<file path="src/rtl/coherence_bus_ctrl_if.sv">
// Bus bundle between the two dcaches, the coherence controller and the single RAM port.
// slave = controller side, master = cache/RAM side.
interface coherence_bus_ctrl_if;
  logic [1:0]       dREN;
  logic [1:0]       dWEN;
  logic [1:0][31:0] daddr;
  logic [1:0][31:0] dstore;
  logic [1:0]       cctrans;
  logic [1:0]       ccwrite;
  logic [1:0]       dwait;
  logic [1:0][31:0] dload;
  logic [1:0]       ccwait;
  logic [1:0]       ccinv;
  logic [1:0][31:0] ccsnoopaddr;
  logic             ramREN;
  logic             ramWEN;
  logic [31:0]      ramaddr;
  logic [31:0]      ramstore;
  logic [31:0]      ramload;
  logic [1:0]       ramstate;

  modport slave (
    input  dREN, dWEN, daddr, dstore, cctrans, ccwrite, ramload, ramstate,
    output dwait, dload, ccwait, ccinv, ccsnoopaddr, ramREN, ramWEN, ramaddr, ramstore
  );

  modport master (
    output dREN, dWEN, daddr, dstore, cctrans, ccwrite, ramload, ramstate,
    input  dwait, dload, ccwait, ccinv, ccsnoopaddr, ramREN, ramWEN, ramaddr, ramstore
  );
endinterface

</file>
<file path="src/rtl/coherence_bus_ctrl.sv">
// Two-core snooping MSI bus controller: arbitration, snoop, cache-to-cache, RAM fill, writeback.
// Define RR_ARB_EN for round-robin tie breaking; default is fixed priority to core 0.
module coherence_bus_ctrl (
  input  logic                 i_clk,
  input  logic                 i_rst_n,
  coherence_bus_ctrl_if.slave  cc_bus
);
  // state | meaning
  // IDLE  | arbitrate evictions first, then coherence transactions
  // WB    | write back the requester's block
  // SNOOP | present snoop address/invalidate to the other core
  // C2C   | snooper supplies block to requester and RAM together
  // MEMRD | requester block fill from RAM
  // INV   | upgrade: invalidate snooper copy, no data movement
  localparam logic [2:0] IDLE  = 3'd0;
  localparam logic [2:0] WB    = 3'd1;
  localparam logic [2:0] SNOOP = 3'd2;
  localparam logic [2:0] C2C   = 3'd3;
  localparam logic [2:0] MEMRD = 3'd4;
  localparam logic [2:0] INV   = 3'd5;

  localparam logic [1:0] RAM_ACCESS = 2'b10;

  logic [2:0]       r_state;
  logic [2:0]       w_next;
  logic             r_req;
  logic             r_inv;
  logic             r_cnt;
  logic             w_snp;
  logic             w_access;
  logic             w_drop;
  logic [1:0]       w_ev;
  logic             w_ev_pick;
  logic             w_tr_pick;
  logic [1:0]       w_dwait;
  logic [1:0][31:0] w_dload;
  logic [1:0]       w_ccwait;
  logic [1:0]       w_ccinv;
  logic [1:0][31:0] w_snoopaddr;
  logic             w_ren;
  logic             w_wen;
  logic [31:0]      w_ramaddr;
  logic [31:0]      w_ramstore;

  assign w_snp    = ~r_req;
  assign w_access = (cc_bus.ramstate == RAM_ACCESS);
  assign w_ev     = cc_bus.dWEN & ~cc_bus.ccwait & ~cc_bus.cctrans;

`ifdef RR_ARB_EN
  logic r_last;

  function automatic logic f_pick(input logic [1:0] req, input logic last);
    return (&req) ? ~last : ~req[0];
  endfunction

  assign w_ev_pick = f_pick(w_ev, r_last);
  assign w_tr_pick = f_pick(cc_bus.cctrans, r_last);

  always_ff @(posedge i_clk or negedge i_rst_n) begin
    if (!i_rst_n) begin
      r_last <= 1'b1;
    end else if (r_state == IDLE) begin
      if (|w_ev)                r_last <= w_ev_pick;
      else if (|cc_bus.cctrans) r_last <= w_tr_pick;
    end
  end
`else
  assign w_ev_pick = ~w_ev[0];
  assign w_tr_pick = ~cc_bus.cctrans[0];
`endif

  // A requester abandoning its block finishes the word in flight, then releases the bus
  always_comb begin
    w_drop = 1'b0;
    if (r_state == WB) w_drop = ~cc_bus.dWEN[r_req];
    else               w_drop = ~(cc_bus.cctrans[r_req] & cc_bus.dREN[r_req]);
  end

  always_comb begin
    w_next = r_state;
    case (r_state)
      IDLE: begin
        if (|w_ev)                w_next = WB;
        else if (|cc_bus.cctrans) w_next = SNOOP;
      end
      SNOOP: begin
        if (r_inv & ~cc_bus.dREN[r_req] & ~cc_bus.dWEN[r_req]) w_next = INV;
        else if (cc_bus.ccwrite[w_snp])                         w_next = C2C;
        else                                                    w_next = MEMRD;
      end
      WB, C2C, MEMRD: if (w_access & (r_cnt | w_drop)) w_next = IDLE;
      default: w_next = IDLE;
    endcase
  end

  always_ff @(posedge i_clk or negedge i_rst_n) begin
    if (!i_rst_n) begin
      r_state <= IDLE;
      r_req   <= 1'b0;
      r_inv   <= 1'b0;
      r_cnt   <= 1'b0;
    end else begin
      r_state <= w_next;
      if (r_state == IDLE) begin
        if (|w_ev) begin
          r_req <= w_ev_pick;
        end else if (|cc_bus.cctrans) begin
          r_req <= w_tr_pick;
          r_inv <= cc_bus.ccwrite[w_tr_pick];
        end
      end
      if ((r_state == WB || r_state == C2C || r_state == MEMRD) && w_access)
        r_cnt <= (w_next == IDLE) ? 1'b0 : ~r_cnt;
    end
  end

  always_comb begin
    w_dwait     = 2'b11;
    w_dload     = {cc_bus.ramload, cc_bus.ramload};
    w_ccwait    = 2'b00;
    w_ccinv     = 2'b00;
    w_snoopaddr = '0;
    w_ren       = 1'b0;
    w_wen       = 1'b0;
    w_ramaddr   = '0;
    w_ramstore  = '0;
    case (r_state)
      WB: begin
        w_wen      = 1'b1;
        w_ramaddr  = cc_bus.daddr[r_req];
        w_ramstore = cc_bus.dstore[r_req];
        if (w_access) w_dwait[r_req] = 1'b0;
      end
      SNOOP: begin
        w_ccwait[w_snp]    = 1'b1;
        w_ccinv[w_snp]     = r_inv;
        w_snoopaddr[w_snp] = cc_bus.daddr[r_req];
      end
      C2C: begin
        w_ccwait[w_snp]    = 1'b1;
        w_ccinv[w_snp]     = r_inv;
        w_snoopaddr[w_snp] = cc_bus.daddr[r_req];
        w_wen              = 1'b1;
        w_ramaddr          = cc_bus.daddr[w_snp];
        w_ramstore         = cc_bus.dstore[w_snp];
        w_dload[r_req]     = cc_bus.dstore[w_snp];
        if (w_access) w_dwait = 2'b00;
      end
      MEMRD: begin
        w_ren     = 1'b1;
        w_ramaddr = cc_bus.daddr[r_req];
        if (w_access) w_dwait[r_req] = 1'b0;
      end
      INV: begin
        w_ccwait[w_snp] = 1'b1;
        w_ccinv[w_snp]  = 1'b1;
      end
      default: ;
    endcase
  end

  assign cc_bus.dwait       = w_dwait;
  assign cc_bus.dload       = w_dload;
  assign cc_bus.ccwait      = w_ccwait;
  assign cc_bus.ccinv       = w_ccinv;
  assign cc_bus.ccsnoopaddr = w_snoopaddr;
  assign cc_bus.ramREN      = w_ren;
  assign cc_bus.ramWEN      = w_wen;
  assign cc_bus.ramaddr     = w_ramaddr;
  assign cc_bus.ramstore    = w_ramstore;
endmodule
</file>
<file path="src/flat_wrapper.sv">
// flat-port wrapper written by rule: the top's interface ports become plain ports
module coherence_bus_ctrl_flat 
  (i_clk, i_rst_n, cc_bus_dREN, cc_bus_dWEN, cc_bus_daddr, cc_bus_dstore, cc_bus_cctrans, cc_bus_ccwrite, cc_bus_ramload, cc_bus_ramstate, cc_bus_dwait, cc_bus_dload, cc_bus_ccwait, cc_bus_ccinv, cc_bus_ccsnoopaddr, cc_bus_ramREN, cc_bus_ramWEN, cc_bus_ramaddr, cc_bus_ramstore);
  coherence_bus_ctrl_if cc_bus_i ();
  input  logic i_clk;
  input  logic i_rst_n;
  input wire logic [$bits(cc_bus_i.dREN)-1:0] cc_bus_dREN;
  input wire logic [$bits(cc_bus_i.dWEN)-1:0] cc_bus_dWEN;
  input wire logic [$bits(cc_bus_i.daddr)-1:0] cc_bus_daddr;
  input wire logic [$bits(cc_bus_i.dstore)-1:0] cc_bus_dstore;
  input wire logic [$bits(cc_bus_i.cctrans)-1:0] cc_bus_cctrans;
  input wire logic [$bits(cc_bus_i.ccwrite)-1:0] cc_bus_ccwrite;
  input wire logic [$bits(cc_bus_i.ramload)-1:0] cc_bus_ramload;
  input wire logic [$bits(cc_bus_i.ramstate)-1:0] cc_bus_ramstate;
  output wire logic [$bits(cc_bus_i.dwait)-1:0] cc_bus_dwait;
  output wire logic [$bits(cc_bus_i.dload)-1:0] cc_bus_dload;
  output wire logic [$bits(cc_bus_i.ccwait)-1:0] cc_bus_ccwait;
  output wire logic [$bits(cc_bus_i.ccinv)-1:0] cc_bus_ccinv;
  output wire logic [$bits(cc_bus_i.ccsnoopaddr)-1:0] cc_bus_ccsnoopaddr;
  output wire logic [$bits(cc_bus_i.ramREN)-1:0] cc_bus_ramREN;
  output wire logic [$bits(cc_bus_i.ramWEN)-1:0] cc_bus_ramWEN;
  output wire logic [$bits(cc_bus_i.ramaddr)-1:0] cc_bus_ramaddr;
  output wire logic [$bits(cc_bus_i.ramstore)-1:0] cc_bus_ramstore;
  assign cc_bus_i.dREN = cc_bus_dREN;
  assign cc_bus_i.dWEN = cc_bus_dWEN;
  assign cc_bus_i.daddr = cc_bus_daddr;
  assign cc_bus_i.dstore = cc_bus_dstore;
  assign cc_bus_i.cctrans = cc_bus_cctrans;
  assign cc_bus_i.ccwrite = cc_bus_ccwrite;
  assign cc_bus_i.ramload = cc_bus_ramload;
  assign cc_bus_i.ramstate = cc_bus_ramstate;
  assign cc_bus_dwait = cc_bus_i.dwait;
  assign cc_bus_dload = cc_bus_i.dload;
  assign cc_bus_ccwait = cc_bus_i.ccwait;
  assign cc_bus_ccinv = cc_bus_i.ccinv;
  assign cc_bus_ccsnoopaddr = cc_bus_i.ccsnoopaddr;
  assign cc_bus_ramREN = cc_bus_i.ramREN;
  assign cc_bus_ramWEN = cc_bus_i.ramWEN;
  assign cc_bus_ramaddr = cc_bus_i.ramaddr;
  assign cc_bus_ramstore = cc_bus_i.ramstore;
  coherence_bus_ctrl u_core (.i_clk(i_clk), .i_rst_n(i_rst_n), .cc_bus(cc_bus_i));
endmodule
</file>
<file path="config.mk">
export PLATFORM = sky130hd
export DESIGN_NAME = coherence_bus_ctrl_flat
export DESIGN_NICKNAME = d
export VERILOG_FILES = /design/src/rtl/coherence_bus_ctrl_if.sv /design/src/rtl/coherence_bus_ctrl.sv /design/src/flat_wrapper.sv
export SDC_FILE = /design/constraint.sdc
export NUM_CORES = 1
export LEC_CHECK = 0
export BUFFER_PORTS_ARGS = -buffer_cell sky130_fd_sc_hd__buf_4
export CORE_AREA = 2 2 146 148
export CTS_CLUSTER_DIAMETER = 100
export DETAILED_ROUTE_END_ITERATION = 7
export DIE_AREA = 0 0 148 150
export HOLD_SLACK_MARGIN = 0.1
export PLACE_DENSITY = 0.53
export SYNTH_ARGS = -nofsm -noshare
export SYNTH_HDL_FRONTEND = slang
export SYNTH_SLANG_ARGS = --single-unit
</file>
<file path="constraint.sdc">
create_clock -name i_clk -period 2.8 [get_ports i_clk]
set_input_delay 0.42 -clock i_clk [delete_from_list [all_inputs] [get_ports i_clk]]
set_output_delay 0.42 -clock i_clk [all_outputs]
set_load 0.03 [all_outputs]
</file>
=== Yosys cells after proc, flatten, opt, wreduce, memory -nomap -nowiden ===
Cells that the tools add are included.

* Register bits after elaboration: 6
* Input port bits: 172
* Word-level logic and storage cells: 100

* $lt $le $gt $ge: 5
* Eq/ne operators: 6
* Mux-type cells: 48
* Bitwise gates (word level): 20
* Reductions and logical operators: 17

{| class="wikitable"
|+ Operators by type and width
! cell !! number
|-
| 2-to-1 mux 32 bit || 10
|-
| 2-to-1 mux 64 bit || 2
|-
| one-hot mux 32 bit (2 select lines) || 2
|-
| bitwise AND 64 bit || 1
|-
| bitwise mux 64 bit || 1
|-
| demux 32 bit (select 1 bit) || 2
|-
| 2-to-1 mux 1 bit || 18
|-
| 2-to-1 mux 3 bit || 5
|-
| OR reduction 2 bit || 5
|-
| one-hot mux 3 bit (3 select lines) || 1
|-
| NOT 1 bit || 8
|-
| one-hot mux 2 bit (2 select lines) || 2
|-
| bitwise AND 2 bit || 3
|-
| equality test 3 x 2 -> 1 bit, second input constant || 2
|-
| equality test 3 bit, second input constant || 2
|-
| zero test 3 bit || 2
|-
| < comparator 1 x 2 -> 1 bit, second input constant || 3
|-
| 2-to-1 mux 2 bit || 3
|-
| NOT 2 bit || 3
|-
| OR reduction 3 bit || 2
|-
| bitwise AND 1 bit || 4
|-
| equality test 3 x 1 -> 1 bit, second input constant || 1
|-
| logical AND 1 bit || 3
|-
| AND reduction 3 bit || 1
|-
| other kinds (7) || 10
|}

=== Depth between registers and ports, before layout ===
* Depth in word-level cells: 14
* Depth in mapped cells: 7

=== Least setup slack after synthesis ===
No wires, ideal clock.

* Path kind: flip-flop to output port
* From: register u_core.r_req
* To: output port cc_bus_ramstore[10]
* Arrival time: 1.934 ns
* Path slack: 0.446 ns
* Stages on the path, launching flop included: 7
* Cell sequence: dfrtp_1 > buf_6 > buf_2 > xnor2_1 > clkbuf_1 > nand2_1 > a21oi_1

* Longest elaborated chain between the ends: 3
* Elaborated cells between the ends (all ways): 5
* Those cells by class: 5 x mux

{| class="wikitable"
|+ RTL lines
! element !! RTL line !! RTL
|-
| from (decl) || coherence_bus_ctrl.sv:26 || <nowiki>logic r_req;</nowiki>
|-
| from (signal assigned) || coherence_bus_ctrl.sv:106 || <nowiki>r_req <= w_ev_pick;</nowiki>
|-
| from (signal assigned) || coherence_bus_ctrl.sv:108 || <nowiki>r_req <= w_tr_pick;</nowiki>
|-
| 2-to-1 mux 32 bit (on tied branches) (2 in series) || coherence_bus_ctrl.sv:145, coherence_bus_ctrl.sv:131 ||
|-
| one-hot mux 32 bit (2 select lines) (*) || coherence_bus_ctrl.sv:127 || <nowiki>case (r_state)</nowiki>
|-
| to (decl) || flat_wrapper.sv:23 || <nowiki>output wire logic [$bits(cc_bus_i.ramstore)-1:0] cc_bus_ramstore;</nowiki>
|}

Every way passes the cells marked *; elsewhere a longest branch is shown, timed or not. The select of a mux whose other input is x is not followed.

=== Final worst setup path ===
* From: register u_core.r_state[1]
* To: output port cc_bus_dload[7]

* Longest elaborated chain between the ends: 2

{| class="wikitable"
|+ RTL lines
! element !! RTL line !! RTL
|-
| from (decl) || coherence_bus_ctrl.sv:24 || <nowiki>logic [2:0] r_state;</nowiki>
|-
| from (signal assigned) || coherence_bus_ctrl.sv:103 || <nowiki>r_state <= w_next;</nowiki>
|-
| equality test 3 x 2 -> 1 bit || coherence_bus_ctrl.sv:127 ||
|-
| 2-to-1 mux 64 bit || coherence_bus_ctrl.sv:127 ||
|-
| to (decl) || flat_wrapper.sv:16 || <nowiki>output wire logic [$bits(cc_bus_i.dload)-1:0] cc_bus_dload;</nowiki>
|}

Every way passes these cells.

==> flow_summary.ini <==
[floorplanning]
die_h_um = 150
core_um2 = 20700
die-area_um2 = 22200
start_util_pct = 15.4
rows = 53
die_width_um = 148
io_pins = 372

[logic_synthesis]
ys_warn_count = 0
yosysSeqAreaShare_pct = 4.71
synth_cell_type_count = 45
yosys.area.top_type_share_pct = 22.6
synth_top_flop_cell = dfrtp_1
synth_top_area_cell = mux2_2
avgSynthCellArea_um2 = 7.27
synth.ff_latch_count = 6
synth_area_um2 = 3190
syn-num-nets = 610
syn_inst = 438
synth_top_cells_by_count = 71 x nand2_1, 66 x mux2i_1, 64 x and2_1, 64 x mux2_2, 36 x a21oi_1
synth_edf_count = 0
synth_most_common_cell = nand2_1
synthTopCellsByArea = mux2_2 23%, mux2i_1 21%, and2_1 13%
ys_async_sr_fraction_pct = 100

[sta]
layout_min_cycle_time_ns = 2.48
worst_slew_pin_slew_ns = 0.468
finalHoldViolCount = 0
fin_ws_ns = 0.324
fin_crit_sh_pct = 88.4
whs_ns = 0.484
finalClockSkew_ns = 0.000936
rsz0062_at_grt = no
setup_viol = 0
slew_viol_final = 0
max_freq_mhz = 404
max_slew_margin_pct = 68.8
tns_ns = 0

[drt]
firstDrtPassIters = 6
wl_per_cell_um = 17.4
drtIter0Drc = 122
viasPerCell = 4.39
dr_total_vias = 4658
wirelength_um = 18500
route.detailed.drc = 0
antenna_left = 0

[pwr]
total_power_mw = 8.02
ir_drop_mv = 0.539
p_per_area_nw_per_um2 = 1250
power_leakage_nw = 3.33

[worst_setup_path]
critical_path_class = register to primary output
cp_slowest_cell = dfrtp_1
crit_chain = nor3b_4 -> and2_1 -> buf_12 -> mux2_2 -> buf_4
cp_slowest_stage_delay_ns = 0.59
cp_num_buf_inv = 2
critPathLaunchType = register
critical_path_arrival_ns = 2.06
cp.required_ns = 2.38
end_kind = primary output
rrSetupSlack_ns = 0.52
crit_fanout = 32
critPathTopFamily = flip-flops

[global_route]
grt_antenna_before_repair = 0
grtUsageTotal_pct = 15.0
grt_pass1_wl_um = 26300
overflow = 0
grt_max_degree = 36
grt_pass1_vias = 4578

[final_layout]
fillers = 2278
register_area_um2 = 151
drive_above_1_share_pct = 59.2
nets = 959
multi_input_area_um2 = 2860
area_growth_pct = 101

[flow_run]
drv_cap = 0

[clock_network]
postCtsSetupRepairBufs = 0
clk_path_buf_depth = 2
clock-root-buffer = clkbuf_16
cts_buffers = 3
ctsHtreeMaxLevel = 1
cts.clk_slew.worst_paths_ns = 0.03
cts_tree = built
clock-sinks = 6
clk_latency_ns = 0.23

[placed_design]
place_congestion = 0.829
portBuffers = 371
dpl.hpwl_um = 15500
place_ws_ns = 0.505

[worst_hold_path]
hold_class = input pin to register

[run_status]
status = completed
## tightest hold or removal path, cell delays in order
cell	delay, ns
buf_4	0.08
mux2i_1	0.06
o21ai_1	0.11
## final timing paths
path / start / endpoint / depth (start not counted)
setup / recovery: u_core.r_state[1] / cc_bus_dload[7] / 5
hold / removal: cc_bus_ccwrite[1] / u_core.r_inv / 3
setup reg to reg: u_core.r_state[1] / u_core.r_cnt / 6
hold reg to reg: u_core.r_inv / u_core.r_inv / 2
max in group asynchronous: i_rst_n / u_core.r_req / 2
min in group asynchronous: i_rst_n / u_core.r_inv / 2
## layer usage
layer | track usage (%) | share of wire [%] | vias up
li1 | - | - | 2263
met1 | 18.9 | 42 | 2143
met2 | 27.5 | 50 | 242
met3 | 2.62 | 8.1 | 10
met4 | 1.33 | 0.49 | 0
met5 | 0 | 0 | -
## sequential cells by signal, indices dropped and copies added, names as in the netlist
register / count
u_core.r_cnt: 1
u_core.r_inv: 1
u_core.r_req: 1
u_core.r_state: 3
## cells by family after synthesis
kind of cell / Yosys count / share of synthesized area [%]
and+or+nand+nor: 166 / 28.4
muxes: 130 / 43.4
AOI/OAI and AO/OA: 85 / 16.1
buffers and inverters: 48 / 6.32
DFF: 6 / 4.71
xor gates and xnor gates: 3 / 1.06
## area by class of cell
type | count | area share (%)
timing repair buffer | 387 | 46.1
multi-input combinational | 384 | 44.6
tap | 275 | 5.36
sequential | 6 | 2.36
clock buffer | 4 | 1.23
inverter | 5 | 0.293
antenna | 1 | 0.0390
## placed cells by master, fill, tap and decap left out, types with 2 or more instances in the layout
cell type and n:
nand3_1 3, buf_12 4, a21oi_1 36, and2_1 65, or2_2 2, o21ai_0 4, o22ai_1 32, mux2i_1 66
nand2_1 71, a21o_1 2, nor3b_1 2, nor3_1 3, nand2b_1 2, buf_4 382, nor2_1 5, dfrtp_1 5
mux2_2 64, and3b_1 2, inv_1 5, clkbuf_16 3
## what timing repair did
item                      CTS  global route
hold buffers                1             0
gates resized for setup     0             0
hold endpoints to repair    6             0
## stage by stage
stage                     std cells  utilization, %  area, um^2
final                          1062            31.0        6410
after global placement         1056            30.6        6320
after floorplan                 438               -        3190
after CTS                      1061            31.0        6410
after global routing           1061            31.0        6410
after detailed placement       1056            30.6        6320
## report_power, final
group	total, mW	internal, mW	switching (mW)
registers	0.241	0.130	0.112
logic	7.55	2.88	4.67
clock network	0.238	0.189	0.0490
No activity file was read; power rests on OpenSTA's default activity.
